<file path="config.mk">
export PLATFORM = sky130hd
export DESIGN_NAME = dp_job_scheduler
export DESIGN_NICKNAME = d
export VERILOG_FILES = /design/src/rtl/dp_job_scheduler.sv
export SDC_FILE = /design/constraint.sdc
export NUM_CORES = 1
export LEC_CHECK = 0
export CAP_MARGIN = 20
export CORE_MARGIN = 8
export CORE_UTILIZATION = 30
export DETAILED_ROUTE_END_ITERATION = 10
export GPL_TIMING_DRIVEN = 0
export SYNTH_ARGS = -nofsm -noshare
export SYNTH_HDL_FRONTEND = slang
export SYNTH_SLANG_ARGS = --single-unit
</file>
<file path="constraint.sdc">
create_clock -name clock -period 1.3 [get_ports clock]
set_input_delay 0.13 -clock clock [delete_from_list [all_inputs] [get_ports clock]]
set_output_delay 0.13 -clock clock [all_outputs]
set_load 0.05 [all_outputs]
</file>
<file path="src/rtl/dp_job_scheduler.sv">
// Round-robin job scheduler that shares one (A-B)+(C-D) compute unit between two requesters.
// Each granted job clears the unit, streams four operands, waits for the result (with timeout) and returns it tagged.
module dp_job_scheduler #(
    parameter int WIDTH   = 8,
    parameter int TIMEOUT = 15
) (
    input  logic               clock,
    input  logic               reset,
    input  logic               req0_valid,
    input  logic [4*WIDTH-1:0] req0_ops,
    output logic               req0_ready,
    input  logic               req1_valid,
    input  logic [4*WIDTH-1:0] req1_ops,
    output logic               req1_ready,
    output logic               dp_reset,
    output logic               dp_capture,
    output logic [1:0]         dp_op,
    output logic [WIDTH-1:0]   dp_d_in,
    input  logic               dp_valid,
    input  logic [WIDTH:0]     dp_result,
    output logic               rsp_valid,
    input  logic               rsp_ready,
    output logic               rsp_id,
    output logic [WIDTH:0]     rsp_data,
    output logic               rsp_err,
    output logic               busy
);

    localparam int TW = $clog2(TIMEOUT + 1);
    localparam logic [TW-1:0] TLAST = TW'(TIMEOUT - 1);

    typedef enum logic [2:0] {IDLE, CLR, SEND, WAIT, RESP} state_t;

    state_t             state, state_nx;
    logic               last_grant;
    logic               id_q;
    logic [4*WIDTH-1:0] ops_q;
    logic [1:0]         cnt;
    logic [TW-1:0]      tcnt;
    logic [WIDTH:0]     data_q;
    logic               err_q;
    logic               grant0, grant1, timeout_hit;

    // On a tie the requester that was not served last wins.
    always_comb begin
        grant0      = req0_valid && (!req1_valid || last_grant);
        grant1      = req1_valid && (!req0_valid || !last_grant);
        timeout_hit = (tcnt == TLAST);
    end

    always_ff @(posedge clock) begin
        if (reset) state <= IDLE;
        else       state <= state_nx;
    end

    always_ff @(posedge clock) begin
        if (reset) begin
            last_grant <= 1'b1;
            id_q       <= 1'b0;
            ops_q      <= '0;
            cnt        <= '0;
            tcnt       <= '0;
            data_q     <= '0;
            err_q      <= 1'b0;
        end else begin
            case (state)
                IDLE: if (grant0 || grant1) begin
                    ops_q      <= grant1 ? req1_ops : req0_ops;
                    id_q       <= grant1;
                    last_grant <= grant1;
                end
                CLR:  cnt <= '0;
                SEND: begin
                    cnt <= cnt + 2'd1;
                    if (cnt == 2'd3) tcnt <= '0;
                end
                WAIT: begin
                    tcnt <= tcnt + 1'b1;
                    // A result arriving on the limit cycle still counts as success.
                    if (dp_valid) begin
                        data_q <= dp_result;
                        err_q  <= 1'b0;
                    end else if (timeout_hit) begin
                        data_q <= '0;
                        err_q  <= 1'b1;
                    end
                end
                default: ;
            endcase
        end
    end

    always_comb begin
        state_nx = state;
        case (state)
            IDLE: if (grant0 || grant1) state_nx = CLR;
            CLR:  state_nx = SEND;
            SEND: if (cnt == 2'd3) state_nx = WAIT;
            WAIT: if (dp_valid || timeout_hit) state_nx = RESP;
            RESP: if (rsp_ready) state_nx = IDLE;
            default: state_nx = IDLE;
        endcase
    end

    // Outputs are forced quiet while reset is high, even if the state register has not yet cleared.
    always_comb begin
        req0_ready = 1'b0;
        req1_ready = 1'b0;
        dp_capture = 1'b0;
        dp_op      = '0;
        dp_d_in    = '0;
        rsp_valid  = 1'b0;
        rsp_id     = 1'b0;
        rsp_data   = '0;
        rsp_err    = 1'b0;
        busy       = 1'b0;
        dp_reset   = reset || (state == CLR);
        if (!reset) begin
            busy = (state != IDLE);
            case (state)
                IDLE: begin
                    req0_ready = grant0;
                    req1_ready = grant1;
                end
                SEND: begin
                    dp_capture = 1'b1;
                    dp_op      = cnt;
                    dp_d_in    = ops_q[int'(cnt)*WIDTH +: WIDTH];
                end
                RESP: begin
                    rsp_valid = 1'b1;
                    rsp_id    = id_q;
                    rsp_data  = data_q;
                    rsp_err   = err_q;
                end
                default: ;
            endcase
        end
    end

endmodule

</file>
# After elaboration in Yosys (flattened, before gate mapping)

Index checks and enable logic that the tools add are counted.

Input port bits: 79
Word-level logic and storage cells: 72
Output and inout port bits: 27
Register bits after elaboration: 53

Muxes and demuxes: 32
Add/subtract/negate cells: 2
Reduce and logical (&&, ||, !) cells: 19
Shift operators: 1
Equality and inequality tests: 10

Operators by type and width:

| operator                                             | number |
|---|---|
| two-way mux 9 bit                                    | 4 |
| two-way mux 32 bit                                   | 1 |
| variable part select 32 x 6 -> 8 bit                 | 1 |
| two-way mux 8 bit                                    | 2 |
| two-way mux 1 bit                                    | 15 |
| one-hot mux 3 bit (5 select lines)                   | 1 |
| two-way mux 3 bit                                    | 4 |
| != test 2 bit (second input constant)                | 4 |
| one-hot mux 4 bit (2 select lines)                   | 1 |
| equality test 3 x 2 -> 1 bit (second input constant) | 2 |
| AND reduction 2 bit                                  | 3 |
| nonzero test 2 bit                                   | 3 |
| logical OR 1 bit                                     | 5 |
| adder 4 x 1 -> 4 bit (second input constant)         | 1 |
| equality test 4 bit (second input constant)          | 1 |
| two-way mux 2 bit                                    | 2 |
| two-way mux 4 bit                                    | 1 |
| one-hot mux 2 bit (2 select lines)                   | 1 |
| AND reduction 4 bit                                  | 1 |
| equality test 3 x 1 -> 1 bit (second input constant) | 1 |
| equality test 3 bit (second input constant)          | 1 |
| logical NOT 1 bit                                    | 3 |
| logical NOT 3 bit                                    | 1 |
| nonzero test 3 bit                                   | 1 |
| 3 further kinds                                      | 4 |

# Depth between registers and ports, before layout

Gate-level depths: netlist of the first run.

Word-level depth: 6
Mapped depth: 6
Gate-level depth less buffers: 5

# Least setup slack after synthesis of the first run

OpenSTA, ideal clock, no wires.

Kind: register -> output
Start: reg state[0]
End: out dp_reset
Path buffers: 2
Arrival: 2.007 ns
Stages on the path, launching flop included: 5
Required time: 1.170 ns
Setup slack: -0.837 ns
Path through: dfxtp_1 -> buf_6 -> clkbuf_1 -> inv_1 -> o31ai_1

Longest elaborated chain between the ends: 2

Ends and longest elaborated chain:

| what                         | line | RTL |
|---|---|---|
| start: declaration           | 34   | `state_t state, state_nx;` |
| start signal: assignment     | 53   | `else state <= state_nx;` |
| equality test 3 x 1 -> 1 bit | 117  | `dp_reset = reset \|\| (state == CLR);` |
| logical OR 1 bit             | 117  |  |
| end: declaration             | 15   | `output logic dp_reset,` |

No other way between the ends.

# Worst setup path after layout of the first run

Start: reg state[2]
End: out req0_ready

Longest elaborated chain between the ends: 3

Ends and longest elaborated chain:

| what              | line | RTL |
|---|---|---|
| logical NOT 3 bit | 120  | `case (state)` |
| two-way mux 1 bit | 120  |  |
| two-way mux 1 bit | 118  | `if (!reset) begin` |
| end: declaration  | 11   | `output logic req0_ready,` |

No other way between the ends.

==> results of run 1 <==
flip-flops by register name, summed over array words and instances, names as in the netlist:
register	count
cnt	2
data_q	9
err_q	1
id_q	1
last_grant	1
ops_q	32
state	3
tcnt	4
power by group through the flow:
stage | sequential, W | clock (W) | combinational, W
final | 0.00200 | 0.00117 | 0.00167
after floorplan | 0.00196 | 0 | 0.000784
after global routing | 0.00201 | 0.00127 | 0.00178
after CTS | 0.00199 | 0.00119 | 0.00155
after global placement | 0.00202 | 0 | 0.00119
after detailed placement | 0.00202 | 0 | 0.00121
area by class of cell:
type	count	area, sq um
buffer	25	265
clock buffer	5	68.8
clock inverter	3	43.8
fill	775	4190
inverter	68	255
multi-input combinational	167	1510
sequential	53	1080
tap	111	139
timing repair buffer	141	1610
cells in the final DEF (no fill, tap or decap), drive strengths merged, types with 5 or more instances in the layout:
master and count:
a21oi 6, a222oi 32, a22o 10, a31oi 5, and2 22, buf 80
clkbuf 11, clkdlybuf4s50 76, dfxtp 53, inv 69, mux4 8, nand2 37
nor2 7, o21ai 6
metrics by stage:
stage / setup TNS, ns / power, W / std cells / worst slack [ns]
after floorplan: -3.42 / 0.00274 / 312 / -0.121
after global placement: -37.46 / 0.00321 / 527 / -1.10
after detailed placement: -39.09 / 0.00324 / 527 / -1.12
after CTS: -24.40 / 0.00472 / 565 / -0.470
after global routing: -30.16 / 0.00507 / 573 / -0.549
final: -25.45 / 0.00484 / 573 / -0.490
cell families after synthesis:
| family | share of synthesized area (%) |
|---|---|
| buffers and inverters | 15.5 |
| AND/OR/NAND/NOR | 17.7 |
| AO/OA/AOI/OAI | 21.0 |
| flip-flops | 38.0 |
| adder cells (fa/ha/maj) | 1.34 |
| multiplexers | 6.45 |
worst max path at each step:
stage / from / cells past startpoint / endpoint / slack (ns)
floorplan: state[0]$_SDFFE_PP0P_ / 6 / req0_ready / -0.12
global placement: req1_valid / 7 / req0_ready / -1.10
detailed placement: req1_valid / 7 / req0_ready / -1.12
CTS: state[0]$_SDFFE_PP0P_ / 7 / req0_ready / -0.47
global route: state[2]$_SDFFE_PP0P_ / 7 / req0_ready / -0.55
finish: state[2]$_SDFFE_PP0P_ / 7 / req0_ready / -0.49
what timing repair did:
| item | CTS | global route |
|---|---|---|
| hold endpoints to repair | 0 | 0 |
| setup buffers | 24 | 11 |
| gates cloned | 6 | 0 |
| gates resized for setup | 258 | 35 |
| pin swaps | 48 | 27 |
| setup endpoints to repair | 69 | 80 |
tightest hold or removal path, stage by stage:
cell and delay, ns:
dlymetal6s2s_1 0.21, nand3_2 0.13, a21oi_1 0.06
per-layer routing:
metal | vias up | part of all wire, %
li1 | 1396 | -
met1 | 1404 | 44
met2 | 111 | 48
met3 | 9 | 6.4
met4 | 0 | 1.6
met5 | - | 0
==> run summary, run 1 <==
met2 GRT Util: 25.4%
later-pin clock latency in the skew report: 0.32 ns
hold path start: req1_valid
share of cells above drive strength 1: 34.2%
Worst path top cell family by delay: simple AND/OR/NAND/NOR gates
Routed WL per cell: 17.5 um
Sw Ratio: 29.8%
crit-path max cell delay: 0.37 ns
total grt overflow: 0
Hold Vio Cnt, Final: 0
VDD IR-drop max: 0.523 mV
HPWL after DPL: 6720 um
clock power share: 24.2%
Crit Path Class: flip-flop to primary output
IO Count: 106
die area: 0.0127 sq mm
Initial Util: 30.5%
grt peak-use layer: met2
first-pass GRT wire length: 16000 um
period utilization: 138%
CP Buf/Inv Count: 4
Hold Slack: 0.255 ns
post-route cell area: 0.00497 sq mm
status: complete, but fails checks
vias in the first global route: 2977
slew margin rel.: 57.2%
Main synth FF type: dfxtp_1
worst hold path class: input pin to flip-flop
Synth area leaders: dfxtp_1 38%, a222oi_1 11%, inv_1 9.0%
Synth async-reset ratio: 0%
Routed WL: 10000 um
placer congestion estimate: 0.786
antenna viol nets, final: 0
leakage power total: 2.23 nW
Psw: 0.00144 W
Rows: 35
count leader, synth: inv_1
register bit total from synthesis: 53
detailed-route DRC error count: 0
P&R area growth vs syn: 77.8%
Synth Net Count: 394
Worst Tran Pin Value: 0.642 ns
ANT cells: 0
required time of the critical path: 1.17 ns
post-synthesis sequential area ratio: 38.0%
Synth top area share: 38.0%
Mapped Area: 0.00279 sq mm
WHS Endpoint: id_q$_SDFFE_PP0P_
initial antenna violation count: 0
vias: 2920
clk slew on worst S/H paths: 0.10 ns
Pre-antenna DRT Iters: 8
GR Layer Usage met1: 20.7%
CTS root buf: clkbuf_8
Reg2Reg Depth: 8
hold_buf cts: 0
RSZ-0062 raised after global routing: true
dominant cell type by area after synthesis: dfxtp_1
EDFF count, synth: 0
arrival time worst endpoint: 1.66 ns
nets@finish: 543
worst r2r dst: ops_q[25]$_SDFFE_PP0P_
Post-DP Area: 0.00408 sq mm
Die X: 113 um
PD cells: 975 mW/mm^2
CTS H-tree depth: 2
Final Util: 54.3%
final setup fails: 74
maximum clock path buffer count: 2
final worst slack: -0.490 ns
CP max FO: 3
r2r startpoint: state[2]$_SDFFE_PP0P_
Synth cell types: 43
max-slew violations: 0
max-cap violations: 0
core area: 0.00915 sq mm
fin crit period: 1.79 ns
power share of the sequential group: 41.2%
r2r setup slk: -0.44 ns
synthesized area per cell: 8.95 sq um
most frequent cells after synthesis: 67 x inv_1, 53 x dfxtp_1, 37 x nand2_1
combinational share of power: 34.5%
Vias/cell: 5.10
violated checks: negative setup slack
Hold Path Depth: 3
number of port buffers: 104
highest clock rate: 559 MHz
TritonCTS clock tree: done
Synth warnings: 0
All-Layer GR Usage: 15.7%
DRT iter0 DRCs: 277
cell count after synthesis: 312
CP max-delay cell: dfxtp_4
CTS Buf Count: 5
M3 GR Usage: 2.63%
cells along the critical path: buf_6, nor3_4, and3b_1, buf_6, buf_8, and2_4, buf_8
Setup Skew: 0.00792 ns
DIE HEIGHT: 113 um
largest net degree at the start of global routing: 18
CP Capture Type: primary output
internal power: 0.00340 W
clock sink total: 53
Worst Setup Start Kind: flip-flop
No activity file was read; power rests on OpenSTA's default activity.
==> inputs of run 2 (changes only) <==
CTS_BUF_LIST = sky130_fd_sc_hd__clkbuf_16   (was default)
==> run 2 against run 1 <==
- the run still ends with negative setup slack left
- cell count increased by 0.70%
- non-clock buffer count rose by 4
- count of clock-buffer cells in the layout is the same
- design area is 1.3% higher
==> run summary, run 2 (synthesis results as in run 1) <==
status: complete, but fails checks
violated checks: negative setup slack
nets@finish: 547 (+0.74%)
slew margin rel.: 54.8% (-2.3 points)
HPWL after DPL: 6720 um (unchanged)
ANT cells: 0 (unchanged)
most frequent cells in the layout: 76 x clkdlybuf4s50_1, 66 x inv_1, 47 x dfxtp_1
RSZ-0062 raised after global routing: true
total grt overflow: 0 (unchanged)
P&R area growth vs syn: 80.1%
vias in the first global route: 2992 (+0.50%)
Hold Vio Cnt, Final: 0 (unchanged)
largest net degree at the start of global routing: 18 (unchanged)
IO Count: 106 (unchanged)
clock sink total: 53 (unchanged)
Crit Path Class: flip-flop to primary output
placer congestion estimate: 0.786 (unchanged)
share of cells above drive strength 1: 33.9% (-0.29 points)
DIE HEIGHT: 113 um (unchanged)
fin crit period: 1.73 ns (-0.0574 ns)
maximum clock path buffer count: 2 (unchanged)
CTS Buf Count: 5 (unchanged)
Die X: 113 um (unchanged)
hold_buf cts: 0 (unchanged)
arrival time worst endpoint: 1.60 ns (-0.06 ns)
later-pin clock latency in the skew report: 0.29 ns (-0.03 ns)
met2 GRT Util: 25.5% (+0.12 points)
VDD IR-drop max: 0.717 mV (+37%)
Pre-antenna DRT Iters: 9 (+1)
cells along the critical path: buf_8, nor4b_4, buf_4, and2_4, buf_8
leakage power total: 2.26 nW (+1.2%)
Final Non-Filler Cells: 577 (+0.70%)
setup TNS: -20.45 ns (+5.00 ns)
GR Layer Usage met1: 20.1% (-0.65 points)
TritonCTS clock tree: done
final worst slack: -0.432 ns (+0.0574 ns)
All-Layer GR Usage: 15.4% (-0.33 points)
CP max-delay cell: dfxtp_4
number of port buffers: 104 (unchanged)
CP max FO: 5 (+2)
worst hold path class: input pin to flip-flop
CP most frequent cell: buf_8
Setup Skew: 0.00854 ns (+0.000612 ns)
Worst Setup Start Kind: flip-flop
placed cell count: 527 (unchanged)
Initial Util: 30.5% (unchanged)
final setup fails: 75 (+1.4%)
required time of the critical path: 1.17 ns (about the same)
number of flip-flops under the largest register name: 32 (unchanged)
clk slew on worst S/H paths: 0.07 ns (-0.03 ns)
grt peak-use layer: met2
first-pass GRT wire length: 15800 um (-1.3%)
core area: 0.00915 sq mm (unchanged)
initial antenna violation count: 0 (unchanged)
Worst Tran Pin Value: 0.677 ns (+0.0350 ns)
Hold Slack: 0.354 ns (+0.0988 ns)
period utilization: 133% (-4.4 points)
crit-path max cell delay: 0.35 ns (-0.02 ns)
PD cells: 1040 mW/mm^2 (+6.3%)
commonest non-fill, non-tap cell in the layout: clkdlybuf4s50_1
antenna viol nets, final: 0 (unchanged)
CTS root buf: clkbuf_16
Routed WL: 10100 um (+0.94%)
max-slew violations: 0 (unchanged)
CP Capture Type: primary output
M3 GR Usage: 2.74% (+0.11 points)
max-cap violations: 0 (unchanged)
detailed-route DRC error count: 0 (unchanged)
Routed WL per cell: 17.6 um (+0.24%)
Rows: 35 (unchanged)
vias: 2959 (+1.3%)
Reg with most FFs: ops_q
biggest regs: ops_q: 32 flops, data_q: 9 flops, tcnt: 4 flops
die area: 0.0127 sq mm (unchanged)
Vias/cell: 5.13 (+0.63%)
highest clock rate: 577 MHz (+3.3%)
DRT iter0 DRCs: 297 (+7.2%)
CTS H-tree depth: 2 (unchanged)
run 2: cell types whose count changed in the layout (fill, tap and decap cells not counted), sizes merged:
cell	change
buf	+5
bufbuf	-3
clkbuf	+2
run 2: report_power, final:
part,switching (W),internal (W),total (W)
combinational,0.000704,0.000965,0.00167
clock,0.000623,0.000914,0.00154
sequential,0.000160,0.00185,0.00201
total,0.00149,0.00372,0.00521
run 2: cell type report:
class	instances	area, sq um
multi-input cells	167	1490
inverters	68	258
plain buffers	23	255
clock buffers	5	125
clock inverters	3	43.8
flip-flops and latches	53	1080
fillers	775	4120
repair buffers	147	1640
well taps	111	139
run 2: through the flow:
| stage | total power (W) | setup slack, ns | util (%) | instance area (sq um) |
|---|---|---|---|---|
| detailed placement | 0.00324 | -1.12 | 44.6 | 4080 |
| global route | 0.00545 | -0.478 | 55.0 | 5030 |
| floorplan | 0.00274 | -0.121 | - | 2900 |
| finish | 0.00521 | -0.432 | 55.0 | 5030 |
| global placement | 0.00321 | -1.10 | 44.6 | 4080 |
| CTS | 0.00501 | -0.435 | 52.1 | 4760 |
run 2: critical path: cells and delay by family, from the launching register on:
kind,cells,cell delay [ns]
DFF,1,0.35
buffers and inverters,3,0.47
and+or+nand+nor,2,0.50
run 2: repair_timing:
item                       4_1_cts  5_1_grt
setup endpoints to repair       69       80
buffers inserted                26       13
pin swaps                       53       19
cloned                           3        3
resized for setup              252       41
hold endpoints to repair         0        0
run 2: path summary, 6_finish.rpt:
kind,startpoint,to,slack (ns),depth (start not counted)
min reg2reg,id_q$_SDFFE_PP0P_,id_q$_SDFFE_PP0P_,0.48,2
max reg2reg,state[2]$_SDFFE_PP0P_,ops_q[28]$_SDFFE_PP0P_,-0.27,7
min,reset,state[2]$_SDFFE_PP0P_,0.35,3
max,state[2]$_SDFFE_PP0P_,dp_d_in[4],-0.43,5
run 2: routing by layer:
metal,vias to the layer above,routed length [um]
met2,130,4870
met1,1414,4380
li1,1407,-
met5,-,0
met4,0,127
met3,8,761
